===== config.mk =====
export PLATFORM = sky130hd
export DESIGN_NAME = l2_flush_engine
export DESIGN_NICKNAME = d
export VERILOG_FILES = /design/src/rtl/l2_flush_engine.sv
export SDC_FILE = /design/constraint.sdc
export NUM_CORES = 1
export LEC_CHECK = 0
export ABC_CLOCK_PERIOD_IN_PS = 15400
export CORE_AREA = 4 4 227 229
export CTS_CLUSTER_DIAMETER = 200
export CTS_CLUSTER_SIZE = 16
export DETAILED_ROUTE_END_ITERATION = 12
export DIE_AREA = 0 0 231 233
export PLACE_DENSITY = 0.61
export SKIP_CTS_REPAIR_TIMING = 1
export SLEW_MARGIN = 5
export SYNTH_ARGS = -nofsm -noshare
export SYNTH_HDL_FRONTEND = slang
export SYNTH_SLANG_ARGS = --single-unit
export TNS_END_PERCENT = 1

===== constraint.sdc =====
create_clock -name clk -period 15.4 [get_ports clk]
set_clock_uncertainty 0.05 [all_clocks]
set_input_delay 3.85 -clock clk [delete_from_list [all_inputs] [get_ports clk]]
set_output_delay 3.85 -clock clk [all_outputs]
set_load 0.01 [all_outputs]

===== src/rtl/l2_flush_engine.sv =====
// l2_flush_engine: walks every L2 set in index order and writes each
// dirty, valid line back to physical memory, then clears its dirty bit.
// Array and pmem controls are decoded from the current state, so an
// asynchronous reset forces every strobe low immediately.

module l2_flush_engine #(
    parameter int s_index  = 3,
    parameter int s_offset = 5,
    parameter int s_tag    = 24,
    parameter int s_line   = 256
) (
    input  logic                clk,
    input  logic                rst,
    input  logic                flush_req,
    output logic                busy,
    output logic                flush_done,
    output logic                arr_read,
    output logic [s_index-1:0]  arr_index,
    output logic                arr_load_dirty,
    output logic                arr_dirty_in,
    input  logic                arr_valid_out,
    input  logic                arr_dirty_out,
    input  logic [s_tag-1:0]    arr_tag_out,
    input  logic [s_line-1:0]   arr_data_out,
    output logic                pmem_write,
    output logic [31:0]         pmem_address,
    output logic [s_line-1:0]   pmem_wdata,
    input  logic                pmem_resp
);

    localparam int num_sets = 2 ** s_index;
    localparam logic [s_index-1:0] last_set  = s_index'(num_sets - 1);
    localparam logic [s_index-1:0] index_one = s_index'(1);

    typedef enum logic [2:0] {
        IDLE,
        READ,
        CHECK,
        WRITE,
        CLEAN,
        DONE
    } state_t;

    state_t              state;
    state_t              state_next;
    logic [s_index-1:0]  counter;
    logic [s_index-1:0]  counter_next;
    logic [s_tag-1:0]    tag_q;
    logic [s_line-1:0]   data_q;

    // The set index is always presented; the dirty array is only ever cleared.
    assign arr_index    = counter;
    assign arr_dirty_in = 1'b0;

    // State and set-counter registers; reset abandons any walk in progress.
    always_ff @(posedge clk or posedge rst) begin
        if (rst) begin
            state   <= IDLE;
            counter <= '0;
        end else begin
            state   <= state_next;
            counter <= counter_next;
        end
    end

    // Hold the line read in CHECK so the write-back stays stable while
    // the array outputs are free to change during WRITE.
    always_ff @(posedge clk or posedge rst) begin
        if (rst) begin
            tag_q  <= '0;
            data_q <= '0;
        end else if (state == CHECK) begin
            tag_q  <= arr_tag_out;
            data_q <= arr_data_out;
        end
    end

    // Next-state and output decode; the last set always exits to DONE so
    // the counter never wraps.
    always_comb begin
        state_next     = state;
        counter_next   = counter;
        busy           = 1'b0;
        flush_done     = 1'b0;
        arr_read       = 1'b0;
        arr_load_dirty = 1'b0;
        pmem_write     = 1'b0;
        pmem_address   = '0;
        pmem_wdata     = '0;

        case (state)
            IDLE: begin
                if (flush_req) begin
                    counter_next = '0;
                    state_next   = READ;
                end
            end

            READ: begin
                busy       = 1'b1;
                arr_read   = 1'b1;
                state_next = CHECK;
            end

            CHECK: begin
                busy = 1'b1;
                if (arr_valid_out && arr_dirty_out) begin
                    state_next = WRITE;
                end else if (counter == last_set) begin
                    state_next = DONE;
                end else begin
                    counter_next = counter + index_one;
                    state_next   = READ;
                end
            end

            WRITE: begin
                busy         = 1'b1;
                pmem_write   = 1'b1;
                pmem_address = {tag_q, counter, {s_offset{1'b0}}};
                pmem_wdata   = data_q;
                if (pmem_resp) begin
                    state_next = CLEAN;
                end
            end

            CLEAN: begin
                busy           = 1'b1;
                arr_load_dirty = 1'b1;
                if (counter == last_set) begin
                    state_next = DONE;
                end else begin
                    counter_next = counter + index_one;
                    state_next   = READ;
                end
            end

            DONE: begin
                flush_done = 1'b1;
                state_next = IDLE;
            end

            default: begin
                state_next = IDLE;
            end
        endcase
    end

endmodule


======== After elaboration in Yosys (flattened, before gate mapping) ========
Index checks and enable logic that the tools add are counted.
storage, ports and cells
  flip-flop bits (word level) ............. 286
  output and inout port bits .............. 297
  logic and storage cells ................. 36
cells by class
  add/sub/neg operators ................... 1
  eq/ne operators ......................... 9
  muxes and demuxes ....................... 16
  reductions and logical operators ........ 6
operators by type and width
  operator               number
  $mux W256              1
  $mux W32               1
  $mux W3                7
  $pmux W3 S5            1
  $eq A3 B3 Y1 const B   3
  $pmux W3 S3            1
  $eq A3 B2 Y1 const B   2
  $ne A2 B2 Y1 const B   3
  $mux W1                5
  $reduce_or A4 Y1       1
  $add A3 B1 Y3 const B  1
  $eq A3 B1 Y1 const B   1
  $logic_not A3 Y1       1
  $reduce_and A3 Y1      1
  $reduce_bool A3 Y1     1
  $reduce_and A2 Y1      1
  $logic_and A1 B1 Y1    1

======== Longest topological paths before layout ========
Gate-level depths: netlist (run 1).
  depth after elaboration ................. 4
  mapped depth ............................ 6

======== Worst setup path before layout (run 1) ========
Ideal clock, no wire load.
  kind .................................... reg-to-output
  start ................................... reg state[2]
  end ..................................... out pmem_wdata[100]
  data arrival time ....................... 1258 ps
  data required time ...................... 11500 ps
  slack ................................... 10242 ps
  cell stages (with the launch flop) ...... 5
  buffers on the path ..................... 2
  cell sequence ........................... dfrtp_1 -> nor3b_2 -> buf_2 -> clkbuf_1 -> and2_1
on the way
  longest elaborated chain between the ends .. 2
RTL lines
  element                 RTL line  text
  start, declared         44        state_t state;
  start signal, assigned  61        state <= state_next;
  $eq A3 B2 Y1            91        case (state)
  $mux W256               91
  end, declared           27        output logic [s_line-1:0] pmem_wdata,
Every way passes these cells.

======== Final worst setup path (run 1) ========
  start ................................... reg state[0]
  end ..................................... out pmem_wdata[199]
The elaborated chain is that of the path after synthesis.

==> out/metrics.yaml, run 1 <==
fin_util_pct: 41.0
htreeDepth: 1
drt-wirelength-per-cell_um: 18.8
cts_tree: "yes"
dp.cells: 2149
ant_nets: 0
post-synth-top-area-fraction_pct: 52.0
maxCapViolations: 0
cts.clk_slew.worst_paths_ns: 0.08
reg2regPathDepth: 5
fin_area_sq_um: 20300
clock_path_buffers: 3
peakVddDrop_v: 0.0000965
yosys_warnings: 0
worst-endpoint-arrival_ns: 4.07
reg2reg_to: "data_q[84]"
antenna_cells: 0
period_needed_ns: 7.97
power_frac_comb_pct: 52.1
critPathKind: "flop to output port"
start_util_pct: 27.7
cts_root_buffer: "clkbuf_16"
io_buffers: 576
rrSetupSlack_ns: 10.92
dieArea_sq_um: 53800
track_usage_pct: 14.3
setup_viol: 0
hold_path_end: "data_q[82]"
routed_wl_um: 40800
yosys.cell_count.top_type: "dfrtp_1"
grt_pass1_vias: 9798
dp_hpwl_um: 29900
num_io_pins: 583
async_reset_ff_share_pct: 100
switching_share_pct: 31.5
core_area_sq_um: 49700
drt-pass1-iter-count: 4
critPathRequiredTime_ns: 11.50
antenna_found_initial: 1
synth_area_per_cell_sq_um: 14.4
drive_gt1_share_pct: 21.0
initialDrtViolationCount: 408
rsz0062_at_grt: "false"
start_kind: "flop"
yosysTopAreaCell: "dfrtp_1"
stdcell_count: 2171
grt_max_degree: 130
synthTopCellsByArea: "dfrtp_1 52%, mux2_4 22%, and2_1 13%"
clk_latency_ns: 0.52
route.vias.total: 9163
ys_types: 28
synth_flop_cell: "dfrtp_1"
die_w_um: 231
chipHeight_um: 233
r2r_start: "state[1]"
route.detailed.drc: 0
clockPowerShare_pct: 12.9
cts_sinks: 286
hold_depth: 1
ys_seq_area_share_pct: 52.0
worstHoldStart: "data_q[82]"
worst_slew_pin_slew_ns: 1.08
synth_common_cells: "286 x dfrtp_1, 283 x and2_1, 200 x mux2_4"
max_freq_mhz: 125
power.density_nw_per_um2: 193
cts_buffers: 21
synth_cells: 957
final.setup.tns_ns: 0
min_period_over_period_pct: 51.8
synth_edf_count: 0
vias_per_cell: 4.22
outcome: "completed"
synth-seq-cells: 286
finalHoldViolCount: 0
cp-startpoint: "state[0]"
seq_power_share_pct: 34.9
relSlewSlack_pct: 28.1
areaGrowthSynthToFinish_pct: 47.7
gp_congestion: 0.779
grt_overflow: 0
num_rows: 82
worstSetupEndpointType: "output port"
layout.nets: 1788
hold_class: "flop to flop"
grt_pass1_wl_um: 60900
drv_slew: 0
synth_area_sq_um: 13800
p_switching_uw: 1240
p_int_uw: 2690
dpl_cell_area_sq_um: 19800
nFillCells: 4791
path_max_fanout: 116
power_leakage_uw: 0.00853
## layer usage
metal | track usage, % | part of all wire (%) | vias up
met5 | 0 | 0.032 | -
met4 | 3.10 | 1.7 | 2
met3 | 5.48 | 9.9 | 39
met2 | 24.4 | 48 | 377
met1 | 17.2 | 40 | 4512
li1 | - | - | 4233
## worst max-delay path, cell delays in order (launching register included)
cell and delay [ns]:
dfrtp_1 0.57, inv_1 0.18, nor3b_4 0.76, buf_4 0.39, buf_4 0.72, and2_1 0.23, clkdlybuf4s50_1 0.58
## final cells by class
cell class                      instances  area [sq um]  area share [%]
Inverter                                4          22.5           0.111
Tap cell                              672           841            4.13
Timing Repair Buffer                  586          5850            28.8
Multi-Input combinational cell        601          5930            29.2
Sequential cell                       286          7160            35.2
Clock buffer                           22           539            2.65
## flip-flops by register name, summed over array words and instances, names as in the netlist
| name | count |
|---|---|
| data_q | 256 |
| state | 3 |
| tag_q | 24 |
| arr_index | 3 |
## stage by stage
step                      power, uW  hold WS [ns]  setup slack (ns)
after floorplan                2760         0.422              3.61
after global placement         3420         0.430              8.02
after detailed placement       3450         0.433              7.93
after CTS                      3990         0.455              7.34
after global routing           4170         0.462              7.07
final                          3930         0.449              7.43
## worst max path at each step
stage / to / slack, ns
2_1_floorplan: arr_index[0] / 3.61
3_3_place_gp: pmem_wdata[199] / 8.02
3_5_place_dp: pmem_wdata[199] / 7.93
4_1_cts: pmem_wdata[199] / 7.34
5_1_grt: pmem_wdata[199] / 7.07
6_report: pmem_wdata[199] / 7.43
## power by group through the flow
stage	Clock, uW	Combinational, uW	Sequential [uW]
4_1_cts	540	2070	1380
5_1_grt	559	2180	1420
3_5_place_dp	0	2060	1390
2_1_floorplan	0	1480	1280
6_report	508	2050	1370
3_3_place_gp	0	2040	1380
## logic make-up (layout without fill, tap and decap cells)
family | Yosys count | count (layout) | synth area share, %
buffers and inverters | 75 | 612 | 5.19
and+or+nand+nor | 301 | 301 | 13.6
DFF | 286 | 286 | 52.0
adders and majority gates | 2 | 2 | 0.182
AOI/OAI and AO/OA | 8 | 8 | 0.409
other | 1 | 6 | 0.0272
muxes | 283 | 283 | 28.6
xor gates and xnor gates | 1 | 1 | 0.0636
## placed cells by master, fill, tap and decap left out, types with 4 or more instances in the layout
cell	netlist	routed
mux2_2	80	80
mux2_4	200	200
conb_1	1	6
nand2_1	4	4
clkbuf_16	0	21
nand2b_1	4	4
clkdlybuf4s50_1	0	576
buf_4	15	9
and2_1	283	283
dfrtp_1	286	286
Power figures use the tool's default switching activity.
==> run 2, diff against run 1 <==
Settings changed: ABC_CLOCK_PERIOD_IN_PS 15400 to 6520, CORE_AREA 4 4 227 229 to 4 4 223 225, DIE_AREA 0 0 231 233 to 0 0 227 229, PLACE_DENSITY 0.61 to 0.65.
Clock period 15.4 ns to 6.52 ns, I/O delays scaled along.
==> run 2 against run 1 <==
Sequential cell count stayed put. Register-to-register slack worse by 7.6 ns. Core utilization is 1.9 points higher. Critical path type unchanged. Highest routed layer unchanged.
==> out/metrics.yaml, run 2 (synthesis gave the netlist of run 1 again) <==
outcome: "completed"  # unchanged
path_max_fanout: 82  # was 116
max_freq_mhz: 203
critPathKind: "flop to output port"  # unchanged
io_buffers: 576  # unchanged
multiInputGateArea_sq_um: 5930  # unchanged
track_usage_pct: 15.4  # was 14.3%
grt_overflow: 0  # unchanged
fin_area_sq_um: 20400  # was 20300 sq um
critPathRequiredTime_ns: 4.84  # was 11.50 ns
top_register: "data_q"  # unchanged
rrSetupSlack_ns: 3.35  # was 10.92 ns
areaGrowthSynthToFinish_pct: 47.9  # was 47.7%
drt-pass1-iter-count: 4  # unchanged
clk_latency_ns: 0.52  # about the same
min_period_over_period_pct: 75.5
grt_max_degree: 135  # was 130
cts_root_buffer: "clkbuf_16"  # unchanged
hold_class: "flop to flop"  # unchanged
top_regs: "data_q (256), tag_q (24)"  # unchanged
peakVddDrop_v: 0.000412  # was 0.0000965 V
drive_gt1_share_pct: 21.1  # was 21.0%
gp_congestion: 0.787  # was 0.779
clock_path_buffers: 3  # unchanged
worst-endpoint-arrival_ns: 3.24  # was 4.07 ns
cts_buffers: 21  # unchanged
layout.area.seq_sq_um: 7160  # unchanged
dpl_cell_area_sq_um: 19800  # about the same
num_rows: 80  # was 82
finalHoldViolCount: 0  # unchanged
core_area_sq_um: 47500  # was 49700 sq um
power.density_nw_per_um2: 460  # was 193 nW/um^2
rsz0062_at_grt: "false"  # unchanged
power.total_uw: 9360  # was 3930 uW
die_w_um: 227  # was 231 um
power_leakage_uw: 0.00856  # was 0.00853 uW
vias_per_cell: 4.34  # was 4.22
nFillCells: 4418  # was 4791
route.detailed.drc: 0  # unchanged
final.setup.tns_ns: 0  # unchanged
start_kind: "flop"  # unchanged
routed_wl_um: 42500  # was 40800 um
dp_hpwl_um: 31200  # was 29900 um
start_util_pct: 29.0  # was 27.7%
cts.clk_slew.worst_paths_ns: 0.08  # about the same
antenna_found_initial: 12  # was 1
cts_sinks: 286  # unchanged
relSlewSlack_pct: 15.0  # was 28.1%
htreeDepth: 1  # unchanged
drv_slew: 0  # unchanged
chipHeight_um: 229  # was 233 um
maxCapViolations: 0  # unchanged
layout_common_cells: "576 x clkdlybuf4s50_1, 286 x dfrtp_1, 283 x and2_1"  # unchanged
dieArea_sq_um: 52000  # was 53800 sq um
cts_tree: "yes"  # unchanged
layout.nets: 1790  # was 1788
setup_viol: 0  # unchanged
worst_slew_pin_slew_ns: 1.28  # was 1.08 ns
period_needed_ns: 4.92
layout_commonest_cell: "clkdlybuf4s50_1"  # unchanged
grt_pass1_wl_um: 62400  # was 60900 um
ant_nets: 0  # unchanged
drt-wirelength-per-cell_um: 20.1  # was 18.8 um
route.vias.total: 9193  # was 9163
grt_pass1_vias: 10100  # was 9798
dp.cells: 2094  # was 2149
largest_reg_flops: 256  # unchanged
num_io_pins: 583  # unchanged
worstSetupEndpointType: "output port"  # unchanged
initialDrtViolationCount: 346  # was 408
stdcell_count: 2118  # was 2171
## run 2: worst max-delay path, cell delays in order, from the launching register on
cell and delay, ns:
dfrtp_1 0.57, inv_1 0.18, nor3b_4 0.81, buf_12 0.34, and2_1 0.22, clkdlybuf4s50_1 0.55
## run 2: cell type report
class / instances / area share, %
Sequential cell: 286 / 35.1
Timing Repair Buffer: 588 / 29.2
Multi-Input combinational cell: 601 / 29.1
Tap cell: 615 / 3.78
Clock buffer: 22 / 2.65
Inverter: 4 / 0.0921
Antenna cell: 2 / 0.0246
## run 2: path summary, 6_finish.rpt
kind | end | start | cells past startpoint
worst max-delay path | pmem_wdata[111] | state[0] | 5
worst min-delay path | data_q[78] | data_q[78] | 1
worst max register to register | data_q[229] | state[1] | 3
worst min register to register | data_q[78] | data_q[78] | 1
max in group asynchronous | data_q[15] | rst | 3
min in group asynchronous | data_q[186] | rst | 2
## run 2: report_power, final
part	switching (uW)	total, uW	internal [uW]
logic	1790	4910	3120
clock network	626	1210	584
registers	534	3240	2710
total	2950	9360	6410
## run 2: metal layers
layer  GRT usage, %  up-vias  part of all wire [%]
met4           3.65       18                   2.3
met2           26.7      386                    49
met3           6.49       76                    11
li1               -     4230                     -
met1           17.5     4483                    38
met5              0        -                  0.31
## run 2: through the flow
step	hold slack [ns]	utilization, %	setup slack, ns
floorplan	0.422	-	1.05
global placement	0.430	41.7	2.14
detailed placement	0.434	41.7	2.05
CTS	0.454	42.8	1.44
global route	0.461	42.8	1.26
finish	0.451	42.8	1.60
==> run 3, diff against run 2 <==
Settings changed: ABC_CLOCK_PERIOD_IN_PS 6520 to 4500.
Clock period 6.52 ns to 4.5 ns, I/O delays scaled along.
==> run 3 against run 2 <==
Total power rose by 44%. Sequential cell count stayed put. Count of clock-buffer cells in the layout is the same. Critical path depth up 1. Die area unchanged. Critical path type unchanged. Largest power group unchanged.
==> out/metrics.yaml, run 3 (synthesis gave the netlist of run 1 again) <==
m1WireLength_um: 16500  # was 16200 um
critPathKind: "flop to output port"  # unchanged
dp_hpwl_um: 32200  # was 31200 um
maxCapViolations: 0  # unchanged
critPathRequiredTime_ns: 3.32  # was 4.84 ns
switching_share_pct: 31.4  # was 31.5%
routed-wl-met3_um: 4310  # was 4520 um
routed_wl_um: 42300  # was 42500 um
p_int_uw: 9270  # was 6410 uW
dp_slack_ns: 0.819  # was 2.05 ns
layout.nets: 1798  # was 1790
crit_chain: "inv_1, nor3b_4, buf_12, buf_12, and2_1, clkdlybuf4s50_1"  # was inv_1, nor3b_4, buf_12, and2_1, clkdlybuf4s50_1
gp_congestion: 0.836  # was 0.787
fin_area_sq_um: 20500  # was 20400 sq um
power_leakage_uw: 0.00862  # was 0.00856 uW
finalHoldViolCount: 0  # unchanged
critPathSlowestCell: "clkdlybuf4s50_1"  # was nor3b_4
chipHeight_um: 229  # unchanged
start_kind: "flop"  # unchanged
power.density_nw_per_um2: 660  # was 460 nW/um^2
layout_common_cells: "576 x clkdlybuf4s50_1, 286 x dfrtp_1, 283 x and2_1"  # unchanged
dr_wl_met2_um: 20200  # was 20700 um
antenna_found_initial: 10  # was 12
route.vias.total: 9285  # was 9193
grt_max_degree: 125  # was 135
hold_depth: 1  # unchanged
grt_overflow: 0  # unchanged
reg2regPathDepth: 4  # was 3
largest_reg_flops: 256  # unchanged
layout_commonest_cell: "clkdlybuf4s50_1"  # unchanged
top_regs: "data_q (256), tag_q (24)"  # unchanged
maxUsedRoutingLayer: "met5"  # unchanged
num_rows: 80  # unchanged
worst_slack_ns: 0.311  # was 1.60 ns
p_switching_uw: 4250  # was 2950 uW
top_register: "data_q"  # unchanged
ant_nets: 0  # unchanged
outcome: "completed"  # unchanged
drive_gt1_share_pct: 21.5  # was 21.1%
cts.clk_slew.worst_paths_ns: 0.08  # about the same
dpl_cell_area_sq_um: 19900  # was 19800 sq um
r2r_start: "state[1]"  # unchanged
track_usage_pct: 15.4  # about the same
initialDrtViolationCount: 432  # was 346
grt_pass1_vias: 10100  # about the same
max_freq_mhz: 239
power_frac_comb_pct: 52.4  # about the same
seq_power_share_pct: 34.8  # was 34.6%
vias_per_cell: 4.37  # was 4.34
cts_sinks: 286  # unchanged
start_util_pct: 29.0  # unchanged
grt_pass1_wl_um: 62900  # was 62400 um
hold_path_end: "data_q[97]"  # was data_q[78]
htreeDepth: 1  # unchanged
dieArea_sq_um: 52000  # unchanged
min_period_over_period_pct: 93.1
period_needed_ns: 4.19
drt-pass1-iter-count: 4  # unchanged
die_w_um: 227  # unchanged
peakVddDrop_v: 0.000353  # was 0.000412 V
cp-startpoint: "state[0]"  # unchanged
setup_viol: 0  # unchanged
cts_root_buffer: "clkbuf_16"  # unchanged
clockPowerShare_pct: 12.8  # was 12.9%
relSlewSlack_pct: 50.6  # was 15.0%
worstSetupEndpointType: "output port"  # unchanged
worst-endpoint-arrival_ns: 3.01  # was 3.24 ns
num_io_pins: 583  # unchanged
crit_path_max_incr_delay_ns: 0.58  # was 0.81 ns
io_buffers: 576  # unchanged
areaGrowthSynthToFinish_pct: 48.8  # was 47.9%
reg2reg_to: "data_q[83]"  # was data_q[229]
cp_common_cell: "buf_12"
path_max_fanout: 124  # was 82
rrSetupSlack_ns: 1.99  # was 3.35 ns
worst_slew_pin_slew_ns: 0.740  # was 1.28 ns
core_area_sq_um: 47500  # unchanged
cts_tree: "yes"  # unchanged
clock_path_buffers: 3  # unchanged
rsz0062_at_grt: "false"  # unchanged
drt-wirelength-per-cell_um: 19.9  # was 20.1 um
cts_buffers: 21  # unchanged
drv_slew: 0  # unchanged
worstHoldStart: "data_q[97]"  # was data_q[78]
route.detailed.drc: 0  # unchanged
hold_class: "flop to flop"  # unchanged
clk_latency_ns: 0.52  # about the same
## run 3: cell types whose count changed in the layout (fill, tap and decap cells not counted), sizes merged
cell | before | now
buf | 12 | 20
## run 3: per-layer routing
metal / GRT usage, % / vias up
met5: 0 / -
li1: - / 4249
met4: 4.07 / 14
met3: 5.99 / 73
met1: 18.0 / 4552
met2: 26.6 / 397
## run 3: worst max-delay path by stage
stage                                 end  slack [ns]  cells after the start
after floorplan              arr_index[0]       -0.47                      1
after global placement    pmem_wdata[219]        0.87                      6
after detailed placement  pmem_wdata[219]        0.82                      6
after CTS                 pmem_wdata[219]        0.23                      6
after global routing      pmem_wdata[219]        0.04                      6
final                     pmem_wdata[219]        0.31                      6
## run 3: final cells by class
cell class,count,area (sq um)
antenna,2,5.00
multi-input combinational,601,5930
inverter,4,18.8
sequential,286,7160
timing repair buffer,596,6070
clock buffer,22,539
tap,615,769
fill,4426,27100
## run 3: worst max-delay path: cells and delay by family, from the launching register on
kind,cells,cell delay [ns]
buffers and inverters,4,1.31
DFF,1,0.56
and+or+nand+nor,2,0.50
## run 3: metrics by stage
stage	total power [uW]	cells	hold slack, ns	setup TNS [ns]	utilization (%)
3_3_place_gp	11800	2102	0.431	0	41.9
5_1_grt	14400	2124	0.457	0	43.1
4_1_cts	13700	2124	0.453	0	43.1
6_report	13500	2126	0.450	0	43.1
3_5_place_dp	11900	2102	0.434	0	41.9
2_1_floorplan	9450	962	0.422	-133.34	-
## run 3: power by group through the flow
stage / registers, uW / logic, uW / clock network (uW)
3_5_place_dp: 4750 / 7170 / 0
5_1_grt: 4870 / 7600 / 1890
2_1_floorplan: 4390 / 5050 / 0
6_report: 4710 / 7090 / 1730
4_1_cts: 4730 / 7210 / 1810
3_3_place_gp: 4730 / 7080 / 0
